$ cat src/rtl/lwc_seg_source_pkg.sv
// Shared constants and state encoding for the LWC segment source.
package lwc_seg_source_pkg;

    localparam int LWC_BUSW  = 32;
    localparam int LWC_DEPTH = 64;

    typedef enum logic [1:0] {
        S_IDLE = 2'd0,
        S_STRM = 2'd1,
        S_DONE = 2'd2
    } seg_state_e;

    function automatic int bytes_per_word(input int busw);
        return busw / 8;
    endfunction

endpackage

$ cat src/rtl/lwc_seg_source_if.sv
// Valid/ready word port feeding the LWC pdi_* or sdi_* inputs.
interface lwc_seg_source_if #(
    parameter int BUSW = 32
);
    logic [BUSW-1:0] data;
    logic            valid;
    logic            ready;
    logic            last;

    modport master (output data, output valid, output last, input ready);
    modport slave  (input data, input valid, input last, output ready);
endinterface

$ cat src/rtl/lwc_seg_source_byte_ram.sv
// DEPTH x 8 segment storage: one write port, BUSW/8 combinational read taps at rd_base onward.
module lwc_seg_source_byte_ram #(
    parameter int BUSW  = 32,
    parameter int DEPTH = 64,
    parameter int CNTW  = 7
) (
    input  logic            clk,
    input  logic            wr_en,
    input  logic [CNTW-1:0] wr_addr,
    input  logic [7:0]      wr_byte,
    input  logic [CNTW-1:0] rd_base,
    output logic [BUSW-1:0] rd_word
);
    localparam int NB = BUSW / 8;
    localparam int AW = (DEPTH > 1) ? $clog2(DEPTH) : 1;
    localparam logic [CNTW:0] DEPTH_X = (CNTW+1)'(DEPTH);

    logic [7:0] mem_r [DEPTH];

    // Byte write; addresses beyond the array are never produced by the owner but are guarded anyway.
    always_ff @(posedge clk) begin
        if (wr_en && ({1'b0, wr_addr} < DEPTH_X)) begin
            mem_r[wr_addr[AW-1:0]] <= wr_byte;
        end
    end

    for (genvar k = 0; k < NB; k++) begin : g_tap
        logic [CNTW:0] addr_s;
        assign addr_s = {1'b0, rd_base} + (CNTW+1)'(k);
        assign rd_word[BUSW-1-8*k -: 8] = (addr_s < DEPTH_X) ? mem_r[addr_s[AW-1:0]] : 8'h00;
    end

endmodule

$ cat src/rtl/lwc_seg_source.sv
// Segment source: loads a byte stream, then replays it as zero-padded BUSW-wide words
// with last-word flag, backpressure, rewind, flush and sticky overflow.
module lwc_seg_source
    import lwc_seg_source_pkg::*;
#(
    parameter int BUSW  = LWC_BUSW,
    parameter int DEPTH = LWC_DEPTH,
    parameter int CNTW  = $clog2(DEPTH + 1)
) (
    input  logic                clk,
    input  logic                rst,
    input  logic                wr_en,
    input  logic [7:0]          wr_byte,
    output logic                wr_full,
    output logic                overflow,
    input  logic                commit,
    input  logic                rewind,
    input  logic                flush,
    lwc_seg_source_if.master    out_if,
    output logic                busy,
    output logic [CNTW-1:0]     bytes_left
);
    localparam int              NB      = bytes_per_word(BUSW);
    localparam logic [CNTW-1:0] NB_C    = CNTW'(NB);
    localparam logic [CNTW-1:0] DEPTH_C = CNTW'(DEPTH);

    seg_state_e      state_r;
    seg_state_e      state_nx_s;
    logic [CNTW-1:0] count_r;
    logic [CNTW-1:0] rp_r;
    logic            overflow_r;

    logic            valid_s;
    logic            beat_s;
    logic            last_s;
    logic            wr_ok_s;
    logic            wr_drop_s;
    logic            start_s;
    logic [CNTW-1:0] remain_s;
    logic [BUSW-1:0] ram_word_s;
    logic [NB-1:0]   in_seg_s;

    assign valid_s   = (state_r == S_STRM);
    assign beat_s    = valid_s && out_if.ready;
    assign remain_s  = count_r - rp_r;
    assign last_s    = (remain_s <= NB_C);
    // Loading only happens in idle; flush takes priority over a write or commit in the same cycle.
    assign wr_ok_s   = (state_r == S_IDLE) && wr_en && !flush && (count_r != DEPTH_C);
    assign wr_drop_s = (state_r == S_IDLE) && wr_en && !flush && (count_r == DEPTH_C);
    assign start_s   = (state_r == S_IDLE) && commit && !flush &&
                       ((count_r != {CNTW{1'b0}}) || wr_ok_s);

    for (genvar k = 0; k < NB; k++) begin : g_seg
        assign in_seg_s[k] = (({1'b0, rp_r} + (CNTW+1)'(k)) < {1'b0, count_r});
    end

    lwc_seg_source_byte_ram #(
        .BUSW  (BUSW),
        .DEPTH (DEPTH),
        .CNTW  (CNTW)
    ) u_ram (
        .clk     (clk),
        .wr_en   (wr_ok_s),
        .wr_addr (count_r),
        .wr_byte (wr_byte),
        .rd_base (rp_r),
        .rd_word (ram_word_s)
    );

    // State register.
    always_ff @(posedge clk or negedge rst) begin
        if (!rst) begin
            state_r <= S_IDLE;
        end else begin
            state_r <= state_nx_s;
        end
    end

    // Next-state decode.
    always_comb begin
        state_nx_s = state_r;
        case (state_r)
            S_IDLE: begin
                if (start_s) state_nx_s = S_STRM;
                else         state_nx_s = S_IDLE;
            end
            S_STRM: begin
                if (flush)                 state_nx_s = S_IDLE;
                else if (beat_s && last_s) state_nx_s = S_DONE;
                else                       state_nx_s = S_STRM;
            end
            S_DONE: begin
                if (flush)       state_nx_s = S_IDLE;
                else if (rewind) state_nx_s = S_STRM;
                else             state_nx_s = S_DONE;
            end
            default: state_nx_s = S_IDLE;
        endcase
    end

    // Byte count, read pointer and sticky overflow.
    always_ff @(posedge clk or negedge rst) begin
        if (!rst) begin
            count_r    <= {CNTW{1'b0}};
            rp_r       <= {CNTW{1'b0}};
            overflow_r <= 1'b0;
        end else if (flush) begin
            count_r    <= {CNTW{1'b0}};
            rp_r       <= {CNTW{1'b0}};
            overflow_r <= 1'b0;
        end else begin
            case (state_r)
                S_IDLE: begin
                    if (wr_ok_s)   count_r    <= count_r + {{(CNTW-1){1'b0}}, 1'b1};
                    if (wr_drop_s) overflow_r <= 1'b1;
                    if (start_s)   rp_r       <= {CNTW{1'b0}};
                end
                S_STRM: begin
                    if (beat_s) rp_r <= rp_r + NB_C;
                end
                S_DONE: begin
                    if (rewind) rp_r <= {CNTW{1'b0}};
                end
                default: begin
                    rp_r <= {CNTW{1'b0}};
                end
            endcase
        end
    end

    // Outputs decoded from registered state; bytes past the segment end read as zero padding.
    always_comb begin
        out_if.data  = {BUSW{1'b0}};
        out_if.valid = valid_s;
        out_if.last  = valid_s && last_s;
        busy         = (state_r != S_IDLE);
        wr_full      = (count_r == DEPTH_C);
        overflow     = overflow_r;
        if (valid_s) bytes_left = remain_s;
        else         bytes_left = {CNTW{1'b0}};
        for (int k = 0; k < NB; k++) begin
            if (valid_s && in_seg_s[k]) out_if.data[BUSW-1-8*k -: 8] = ram_word_s[BUSW-1-8*k -: 8];
            else                        out_if.data[BUSW-1-8*k -: 8] = 8'h00;
        end
    end

endmodule

$ cat src/flat_wrapper.sv
// flat-port wrapper written by rule: the top's interface ports become plain ports
module lwc_seg_source_flat import lwc_seg_source_pkg::*;
#(
    parameter int BUSW  = LWC_BUSW,
    parameter int DEPTH = LWC_DEPTH,
    parameter int CNTW  = $clog2(DEPTH + 1)
)
  (clk, rst, wr_en, wr_byte, wr_full, overflow, commit, rewind, flush, busy, bytes_left, out_if_data, out_if_valid, out_if_last, out_if_ready);
  lwc_seg_source_if #(.BUSW(BUSW)) out_if_i ();
  input  logic clk;
  input  logic rst;
  input  logic wr_en;
  input  logic [7:0] wr_byte;
  output logic wr_full;
  output logic overflow;
  input  logic commit;
  input  logic rewind;
  input  logic flush;
  output logic busy;
  output logic [CNTW-1:0] bytes_left;
  output wire logic [$bits(out_if_i.data)-1:0] out_if_data;
  output wire logic [$bits(out_if_i.valid)-1:0] out_if_valid;
  output wire logic [$bits(out_if_i.last)-1:0] out_if_last;
  input wire logic [$bits(out_if_i.ready)-1:0] out_if_ready;
  assign out_if_data = out_if_i.data;
  assign out_if_valid = out_if_i.valid;
  assign out_if_last = out_if_i.last;
  assign out_if_i.ready = out_if_ready;
  lwc_seg_source #(.BUSW(BUSW), .DEPTH(DEPTH), .CNTW(CNTW)) u_core (.clk(clk), .rst(rst), .wr_en(wr_en), .wr_byte(wr_byte), .wr_full(wr_full), .overflow(overflow), .commit(commit), .rewind(rewind), .flush(flush), .out_if(out_if_i), .busy(busy), .bytes_left(bytes_left));
endmodule
$ cat config.mk
export PLATFORM = sky130hd
export DESIGN_NAME = lwc_seg_source_flat
export DESIGN_NICKNAME = d
export VERILOG_FILES = /design/src/rtl/lwc_seg_source_pkg.sv /design/src/rtl/lwc_seg_source_if.sv /design/src/rtl/lwc_seg_source_byte_ram.sv /design/src/rtl/lwc_seg_source.sv /design/src/flat_wrapper.sv
export SDC_FILE = /design/constraint.sdc
export NUM_CORES = 1
export LEC_CHECK = 0
export CAP_MARGIN = 10
export CELL_PAD_IN_SITES_DETAIL_PLACEMENT = 0
export CELL_PAD_IN_SITES_GLOBAL_PLACEMENT = 1
export CORE_AREA = 2 2 184 222
export DETAILED_ROUTE_END_ITERATION = 7
export DIE_AREA = 0 0 186 224
export HOLD_SLACK_MARGIN = 0.08
export PLACE_DENSITY = 0.85
export REMOVE_ABC_BUFFERS = 1
export SLEW_MARGIN = 0
export SYNTH_ARGS = -nofsm -noshare
export SYNTH_HDL_FRONTEND = slang
export SYNTH_SLANG_ARGS = --single-unit
$ cat constraint.sdc
create_clock -name clk -period 4 [get_ports clk]
set_input_delay 0.6 -clock clk [delete_from_list [all_inputs] [get_ports clk]]
set_output_delay 0.6 -clock clk [all_outputs]
set_load 0.02 [all_outputs]
==> reports/metrics.yaml, run 1 <==
run_status:
  status: "finished, final reports clean"
finish:
  fill_cells: 2625
  nets: 1201
  post-route-util: 0.6166
  instances_no_fill: 1736
  area_delta_synth_final_pct: 15.06
  drive_above_1_share: 0.2696
  fin_area_sq_um: 24380
global_route:
  globalRouteOverflowTotal: 0
  antenna_found_initial: 1
  grt_max_degree: 84
  grt_pass1_vias: 10830
  grt_pass1_wl_mm: 67.50
  grtUsageTotal: 0.2245
clock_tree:
  numCtsBuffers: 46
  ctsHoldBuffers: 0
  clk_pin_slew_ns: 0.07
  cts_setup_buffers: 0
  clockBufferDepth: 3
  cts_tree: "done"
  htree_levels: 2
  clock_latency_ns: 0.56
  cts_sinks: 527
  root_buffer: "clkbuf_16"
synthesis:
  syn-instance-count: 1030
  synth-edff-count: 512
  synthFlopType: "edfxtp_1"
  syn_area_per_cell_sq_um: 20.57
  async_flop_share: 0.02846
  synth_top_area_cell: "edfxtp_1"
  synth_area_leaders: "edfxtp_1 73%, mux4_2 16%, dfrtp_1 1.8%"
  syn_area_sq_um: 21190
  synth_top_area_share: 0.7256
  synth_seq_cells: 527
  yosys_warnings: 0
  yosysUniqueCellTypes: 46
  synth_seq_area_share: 0.7434
setup_path:
  crit_chain: "buf_4 > ha_1 > o21ai_0 > a21oi_2 > nor3b_1 > clkdlybuf4s50_1"
  required_ns: 3.40
  path_buf_inv: 2
  worst_setup_path_end_kind: "output port"
  path_class: "flip-flop to output port"
  cp_top_family: "buffers and inverters"
  max_stage_delay_ns: 0.66
  worstSetupStartpointType: "flip-flop"
  worstPathMaxFanout: 49
  critPathArrivalTime_ns: 3.33
  cp_slowest_cell: "buf_4"
sta:
  tightest_slew_ns: 1.246
  fmax_mhz: 254.3
  finalHoldViolCount: 0
  rsz0062_at_grt: "no"
  fin_skew_ns: 0.01576
  setup_viol: 0
  fin_crit_ns: 3.932
  slew_viol_final: 0
  fin_crit_sh: 0.9831
  slew_headroom: 0.1691
  fin_tns_setup_ns: 0
floorplanning:
  fp.dieH_microns: 224
  dieArea_sq_um: 41660
  die_x_microns: 186
  num_rows: 80
  io_pins: 59
  core-area_sq_um: 39540
  initial_utilization: 0.5359
run:
  cap_violations: 0
route:
  wl_met2_mm: 23.83
  drtAntennaViolNets: 0
  highest_layer: "met4"
  first_pass_iters: 5
  dr_total_vias: 10620
  wl_mm: 45.61
  wl_met3_mm: 2.926
  vias_per_cell: 6.115
  wl_met1_mm: 17.27
  detail_route.wl_per_cell_microns: 26.27
  initialDrtViolationCount: 1248
  drc: 0
placement:
  place.gp.congestion: 0.8698
  placed_cell_area_sq_um: 22790
  dpl.cell_count: 1651
  port-buffer-count: 58
  dp_hpwl_mm: 27.34
power:
  vdd_drop_max_uv: 297.9
  finalPower_mw: 11.58
  p_leak_nw: 7.837
  power_density_nw_per_um2: 475.2
worst_hold_path:
  hold_path.class: "primary input to asynchronous set/reset pin"
-- metrics by stage --
stage | hold slack, ns | setup slack [ns]
after floorplan | 0.3044 | -3.811
final | 0.4905 | 0.06774
after detailed placement | 0.6363 | 0.3678
after global routing | 0.5324 | 0.003238
after CTS | 0.4801 | 0.0004539
after global placement | 0.6082 | 0.4353
-- area by class of cell --
cell class | count | area, sq um | share of cell area
antenna | 1 | 2.502 | 0.0001026
multi-input combinational | 434 | 5116 | 0.2099
sequential | 527 | 15760 | 0.6466
clock buffer | 54 | 1245 | 0.05107
inverter | 18 | 71.32 | 0.002925
clock inverter | 29 | 256.5 | 0.01052
timing repair buffer | 140 | 1257 | 0.05158
tap | 533 | 666.9 | 0.02736
-- per-layer routing --
metal | vias up | track usage
met4 | 0 | 0.08585
met2 | 469 | 0.3824
met1 | 5547 | 0.2977
met3 | 88 | 0.02845
li1 | 4511 | -
met5 | - | 0
-- worst reg2reg max path, delay by kind of cell (launching register included) --
family / cells / cell delay [ns]
flops: 1 / 0.47
simple gates: 4 / 1.96
-- sequential cells by signal, summed over array words and instances (netlist names) --
name and flops:
u_core.state_r 2, u_core.count_r 7, u_core.u_ram.mem_r 512, u_core.overflow 1
u_core.rp_r 5
-- timing repair --
action / 4_1_cts / 5_1_grt
setup endpoints to repair: 19 / 22
gates resized for setup: 8 / 14
cloned: 0 / 1
-- report_power, final --
group,leakage (nW),internal (mW),switching (mW)
registers,4.80,6.08,0.0233
logic,2.30,0.476,0.586
clock network,0.742,2.54,1.88
total,7.84,9.10,2.49
-- synth_stat cells (6+ instances only) --
cell type  instances
a211oi_1           9
a21oi_1            6
and3_1             8
buf_2              8
buf_6              7
clkbuf_1          31
dfrtp_1           15
edfxtp_1         512
ha_1              19
inv_1             14
mux2i_1            9
mux4_2           153
nand2_1           29
nand3_1           14
nor2_1            88
nor2b_1           11
nor3_1            15
nor3b_1           17
o21a_1             9
o21ai_0            7
-- logic make-up after synthesis --
logic type | share of synthesized area
AO/OA/AOI/OAI | 0.01470
XOR/XNOR | 0.002894
adder cells (fa/ha/maj) | 0.01122
buffers and inverters | 0.01589
flip-flops | 0.7434
multiplexers | 0.1674
other | 0.0003544
AND/OR/NAND/NOR | 0.04417
-- cells in the final DEF, fill, tap and decap left out, drive strengths merged, types with 3 or more instances in the layout --
master           n
a211oi           9
a21oi            6
a31oi            5
and3             8
buf             89
bufinv           5
clkbuf          55
clkdlybuf4s50   38
clkinv          24
dfrtp           15
dlygate4sd2      3
dlymetal6s2s     9
edfxtp         512
ha              19
inv             17
mux2i            9
mux4           153
nand2           29
nand3           14
nand4            5
nor2            88
nor2b           11
nor3            16
nor3b           17
o21a             9
o21ai            7
xnor2            5
-- worst paths after layout --
kind,cells past startpoint,slack (ns),from,end
worst max-delay path,6,0.07,u_core.rp_r[3],out_if_data[22]
worst min-delay path,1,0.49,rst,u_core.overflow
worst max register to register,4,1.20,u_core.state_r[1],u_core.u_ram.mem_r[18][2]
worst min register to register,1,0.63,u_core.overflow,u_core.overflow
max in group asynchronous,1,2.94,rst,u_core.rp_r[2]
min in group clk,1,0.60,wr_byte[5],u_core.u_ram.mem_r[4][5]
(Power assumes the default switching activity.)
==> inputs of run 2 (changes only) <==
--- a/config.mk
+++ b/config.mk
@@ -18,3 +18,4 @@
 export SYNTH_ARGS = -nofsm -noshare
 export SYNTH_HDL_FRONTEND = slang
 export SYNTH_SLANG_ARGS = --single-unit
+export TNS_END_PERCENT = 10
==> reports/metrics.yaml, run 2 (synthesis gave the netlist of run 1 again) <==
run_status:
  status: "finished, final reports clean"
floorplanning:
  dieArea_sq_um: 41660
  die_x_microns: 186
  num_rows: 80
  initial_utilization: 0.5359
  io_pins: 59
  fp.dieH_microns: 224
  core-area_sq_um: 39540
worst_hold_path:
  hold_path.class: "primary input to asynchronous set/reset pin"
finish:
  final_cell_mix: "512 x edfxtp_1, 153 x mux4_2, 88 x nor2_1, 77 x buf_4, 49 x clkbuf_16"
  nets: 1200
  area_delta_synth_final_pct: 15.01
  layout_commonest_cell: "edfxtp_1"
  fin_area_sq_um: 24370
  drive_above_1_share: 0.2689
  instances_no_fill: 1735
  largest_register_ffs: 512
  fill_cells: 2632
  post-route-util: 0.6163
sta:
  fin_crit_ns: 3.949
  slew_headroom: 0.1797
  fmax_mhz: 253.2
  fin_crit_sh: 0.9874
  holdWs_ns: 0.4907
  tightest_slew_ns: 1.230
  finalHoldViolCount: 0
  setup_viol: 0
  slew_viol_final: 0
  rsz0062_at_grt: "yes"
  fin_ws_ns: 0.05060
  fin_tns_setup_ns: 0
  fin_skew_ns: 0.01494
clock_tree:
  clk_pin_slew_ns: 0.07
  clockBufferDepth: 3
  cts_tree: "done"
  htree_levels: 2
  clock_latency_ns: 0.56
  numCtsBuffers: 46
  root_buffer: "clkbuf_16"
  cts_sinks: 527
run:
  cap_violations: 0
placement:
  dp_slack_ns: 0.3678
  port-buffer-count: 58
  place.gp.congestion: 0.8698
  placed_cell_area_sq_um: 22790
  dpl.cell_count: 1651
  dp_hpwl_mm: 27.34
route:
  dr_total_vias: 10590
  initialDrtViolationCount: 1153
  first_pass_iters: 5
  vias_per_cell: 6.101
  detail_route.wl_per_cell_microns: 26.14
  drc: 0
  drtAntennaViolNets: 0
  wl_mm: 45.35
global_route:
  grt_max_degree: 84
  grt_pass1_vias: 10830
  grtUsageTotal: 0.2245
  antenna_found_initial: 1
  globalRouteOverflowTotal: 0
  grt_pass1_wl_mm: 67.50
setup_path:
  required_ns: 3.40
  worstPathMaxFanout: 83
  path_class: "flip-flop to output port"
  worstSetupStartpointType: "flip-flop"
  critPathArrivalTime_ns: 3.35
  worst_setup_path_end_kind: "output port"
power:
  p_leak_nw: 7.968
  power_density_nw_per_um2: 475.1
  finalPower_mw: 11.58
  vdd_drop_max_uv: 296.8
run 2: changes by cell type in the layout (fill, tap and decap cells not counted):
cell             previous run  this run
buf_12                      2         3
dlymetal6s2s_1              9        17
clkdlybuf4s50_1            38        31
clkbuf_16                  50        49
buf_16                      2         1
dlygate4sd2_1               3         2
run 2: timing repair:
action,in CTS,in global routing
gates resized for setup,7,21
setup endpoints to repair,19,23
buffers inserted,0,0
hold buffers,0,0
run 2: final cells by class:
type | instances | area, sq um | share of cell area
Antenna cell | 1 | 2.502 | 0.0001027
Clock buffer | 54 | 1245 | 0.05109
Clock inverter | 29 | 256.5 | 0.01053
Inverter | 18 | 71.32 | 0.002927
Multi-Input combinational cell | 434 | 5116 | 0.2100
Sequential cell | 527 | 15760 | 0.6469
Tap cell | 533 | 666.9 | 0.02737
Timing Repair Buffer | 139 | 1246 | 0.05114
run 2: routing by layer:
metal / part of all wire / wire length, microns / up-vias / global-route usage
li1: - / - / 4519 / -
met3: 0.058 / 2632 / 87 / 0.02845
met1: 0.39 / 17480 / 5574 / 0.2977
met4: 0.033 / 1498 / 0 / 0.08585
met2: 0.52 / 23740 / 405 / 0.3824
met5: 0 / 0 / - / 0
run 2: final timing paths:
path	end	start	slack [ns]	depth (start not counted)
max	out_if_data[31]	u_core.rp_r[4]	0.05	5
min	u_core.overflow	rst	0.49	1
max reg2reg	u_core.u_ram.mem_r[18][2]	u_core.state_r[1]	1.19	4
min reg2reg	u_core.overflow	u_core.overflow	0.63	1
max in group asynchronous	u_core.rp_r[2]	rst	2.95	1
min in group clk	u_core.u_ram.mem_r[57][4]	wr_byte[4]	0.60	1
run 2: where the power goes:
part	internal [mW]	switching, mW
clock network	2.54	1.87
logic	0.474	0.587
registers	6.08	0.0230
total	9.09	2.48
run 2: worst max-delay path: stages (launching register included):
cell and delay [ns]:
dfrtp_4 0.67, buf_16 0.36, mux4_2 0.43, mux4_2 0.50
nor2b_1 0.15, clkdlybuf4s50_1 0.53
==> inputs of run 3 (changes only) <==
--- a/config.mk
+++ b/config.mk
@@ -18,4 +18,4 @@
 export SYNTH_ARGS = -nofsm -noshare
 export SYNTH_HDL_FRONTEND = slang
 export SYNTH_SLANG_ARGS = --single-unit
-export TNS_END_PERCENT = 10
+export TNS_END_PERCENT = 30
==> reports/metrics.yaml, run 3 (synthesis gave the netlist of run 1 again) <==
setup_path:
  required_ns: 3.40
  ff2ff_path_depth: 4
  rr_endpoint: "u_core.u_ram.mem_r[18][2]"
  max_stage_delay_ns: 0.66
  worstSetupStartpointType: "flip-flop"
  critPathArrivalTime_ns: 3.33
  r2r-start: "u_core.state_r[1]"
  cp_slowest_cell: "buf_4"
  worst_setup_path_end_kind: "output port"
  cp_top_family: "buffers and inverters"
  rrSetupSlack_ns: 1.20
  crit_chain: "buf_4 > ha_1 > o21ai_0 > a21oi_2 > nor3b_1 > clkdlybuf4s50_1"
  path_class: "flip-flop to output port"
  worstPathMaxFanout: 49
  path_depth: 6
  path_buf_inv: 2
route:
  highest_layer: "met4"
  initialDrtViolationCount: 1248
  wl_met2_mm: 23.83
  drc: 0
  vias_per_cell: 6.115
  dr_total_vias: 10620
  drtAntennaViolNets: 0
  wl_met1_mm: 17.27
  wl_met3_mm: 2.926
  detail_route.wl_per_cell_microns: 26.27
  first_pass_iters: 5
  wl_mm: 45.61
clock_tree:
  numCtsBuffers: 46
  clk_pin_slew_ns: 0.07
  cts_sinks: 527
  cts_setup_buffers: 0
  cts_tree: "done"
  clock_latency_ns: 0.56
  clockBufferDepth: 3
  ctsHoldBuffers: 0
  htree_levels: 2
  root_buffer: "clkbuf_16"
global_route:
  grtUsageTotal: 0.2245
  grt_pass1_vias: 10830
  globalRouteOverflowTotal: 0
  grt_pass1_wl_mm: 67.50
  antenna_found_initial: 1
  grt_max_degree: 84
placement:
  port-buffer-count: 58
  place.gp.congestion: 0.8698
  dpl.cell_count: 1651
  dp_slack_ns: 0.3678
  dp_hpwl_mm: 27.34
  placed_cell_area_sq_um: 22790
finish:
  instances_no_fill: 1736
  largest_register_ffs: 512
  fin_area_sq_um: 24380
  layout_commonest_cell: "edfxtp_1"
  drive_above_1_share: 0.2696
  final_cell_mix: "512 x edfxtp_1, 153 x mux4_2, 88 x nor2_1, 77 x buf_4, 50 x clkbuf_16"
  fill_cells: 2625
  nets: 1201
  area_delta_synth_final_pct: 15.08
  post-route-util: 0.6167
floorplanning:
  num_rows: 80
  dieArea_sq_um: 41660
  core-area_sq_um: 39540
  initial_utilization: 0.5359
  io_pins: 59
  die_x_microns: 186
  fp.dieH_microns: 224
sta:
  fmax_mhz: 254.3
  fin_tns_setup_ns: 0
  fin_ws_ns: 0.06774
  fin_crit_ns: 3.932
  fin_crit_sh: 0.9831
  setup_viol: 0
  fin_skew_ns: 0.01576
  holdWs_ns: 0.4905
  tightest_slew_ns: 1.246
  slew_headroom: 0.1691
  finalHoldViolCount: 0
  rsz0062_at_grt: "no"
  slew_viol_final: 0
worst_hold_path:
  hold_path.class: "primary input to asynchronous set/reset pin"
power:
  vdd_drop_max_uv: 297.9
  finalPower_mw: 11.58
  power_density_nw_per_um2: 475.1
  p_leak_nw: 7.850
run:
  cap_violations: 0
run_status:
  status: "finished, final reports clean"
## run 3: cell types whose count changed in the layout (fill, tap and decap cells not counted), sizes merged
cell           previous run  this run
clkbuf                   54        55
clkdlybuf4s50            31        38
dlymetal6s2s             17        10
## run 3: worst max path at each step
stage / startpoint / endpoint / slack [ns]
after CTS: u_core.rp_r[4] / out_if_last / -0.008
final: u_core.rp_r[3] / out_if_data[22] / 0.07
after floorplan: u_core.rp_r[2] / out_if_data[24] / -3.81
after detailed placement: u_core.rp_r[3] / out_if_data[22] / 0.37
after global routing: u_core.rp_r[2] / out_if_data[30] / 0.003
after global placement: u_core.count_r[3] / out_if_data[0] / 0.44
## run 3: final cells by class
cell class	instances	area, sq um	area share
sequential	527	15760	0.6465
multi-input combinational	434	5116	0.2098
timing repair buffer	140	1261	0.05173
clock buffer	54	1245	0.05106
tap	533	666.9	0.02735
clock inverter	29	256.5	0.01052
inverter	18	71.32	0.002925
antenna	1	2.502	0.0001026
## run 3: worst register-to-register path, cell delays in order, from the launching register on
cell and delay (ns):
dfrtp_1 0.47, or2_2 0.36, nor3b_1 0.42, nand3_1 0.41, nor2_1 0.77
## run 3: power by group
part | leakage, nW | switching [mW] | internal (mW)
logic | 2.31 | 0.586 | 0.477
registers | 4.80 | 0.0233 | 6.08
clock network | 0.742 | 1.88 | 2.54
total | 7.85 | 2.49 | 9.10
## run 3: per-layer routing
layer	global-route usage	vias up
met5	0	-
met4	0.08585	0
met3	0.02845	88
met2	0.3824	469
met1	0.2977	5547
li1	-	4511
## run 3: repair_timing
| action | 4_1_cts | 5_1_grt |
|---|---|---|
| gates cloned | 0 | 1 |
| endpoints found under the hold margin | 0 | 0 |
| gates resized for setup | 7 | 15 |
| setup endpoints to repair | 19 | 23 |
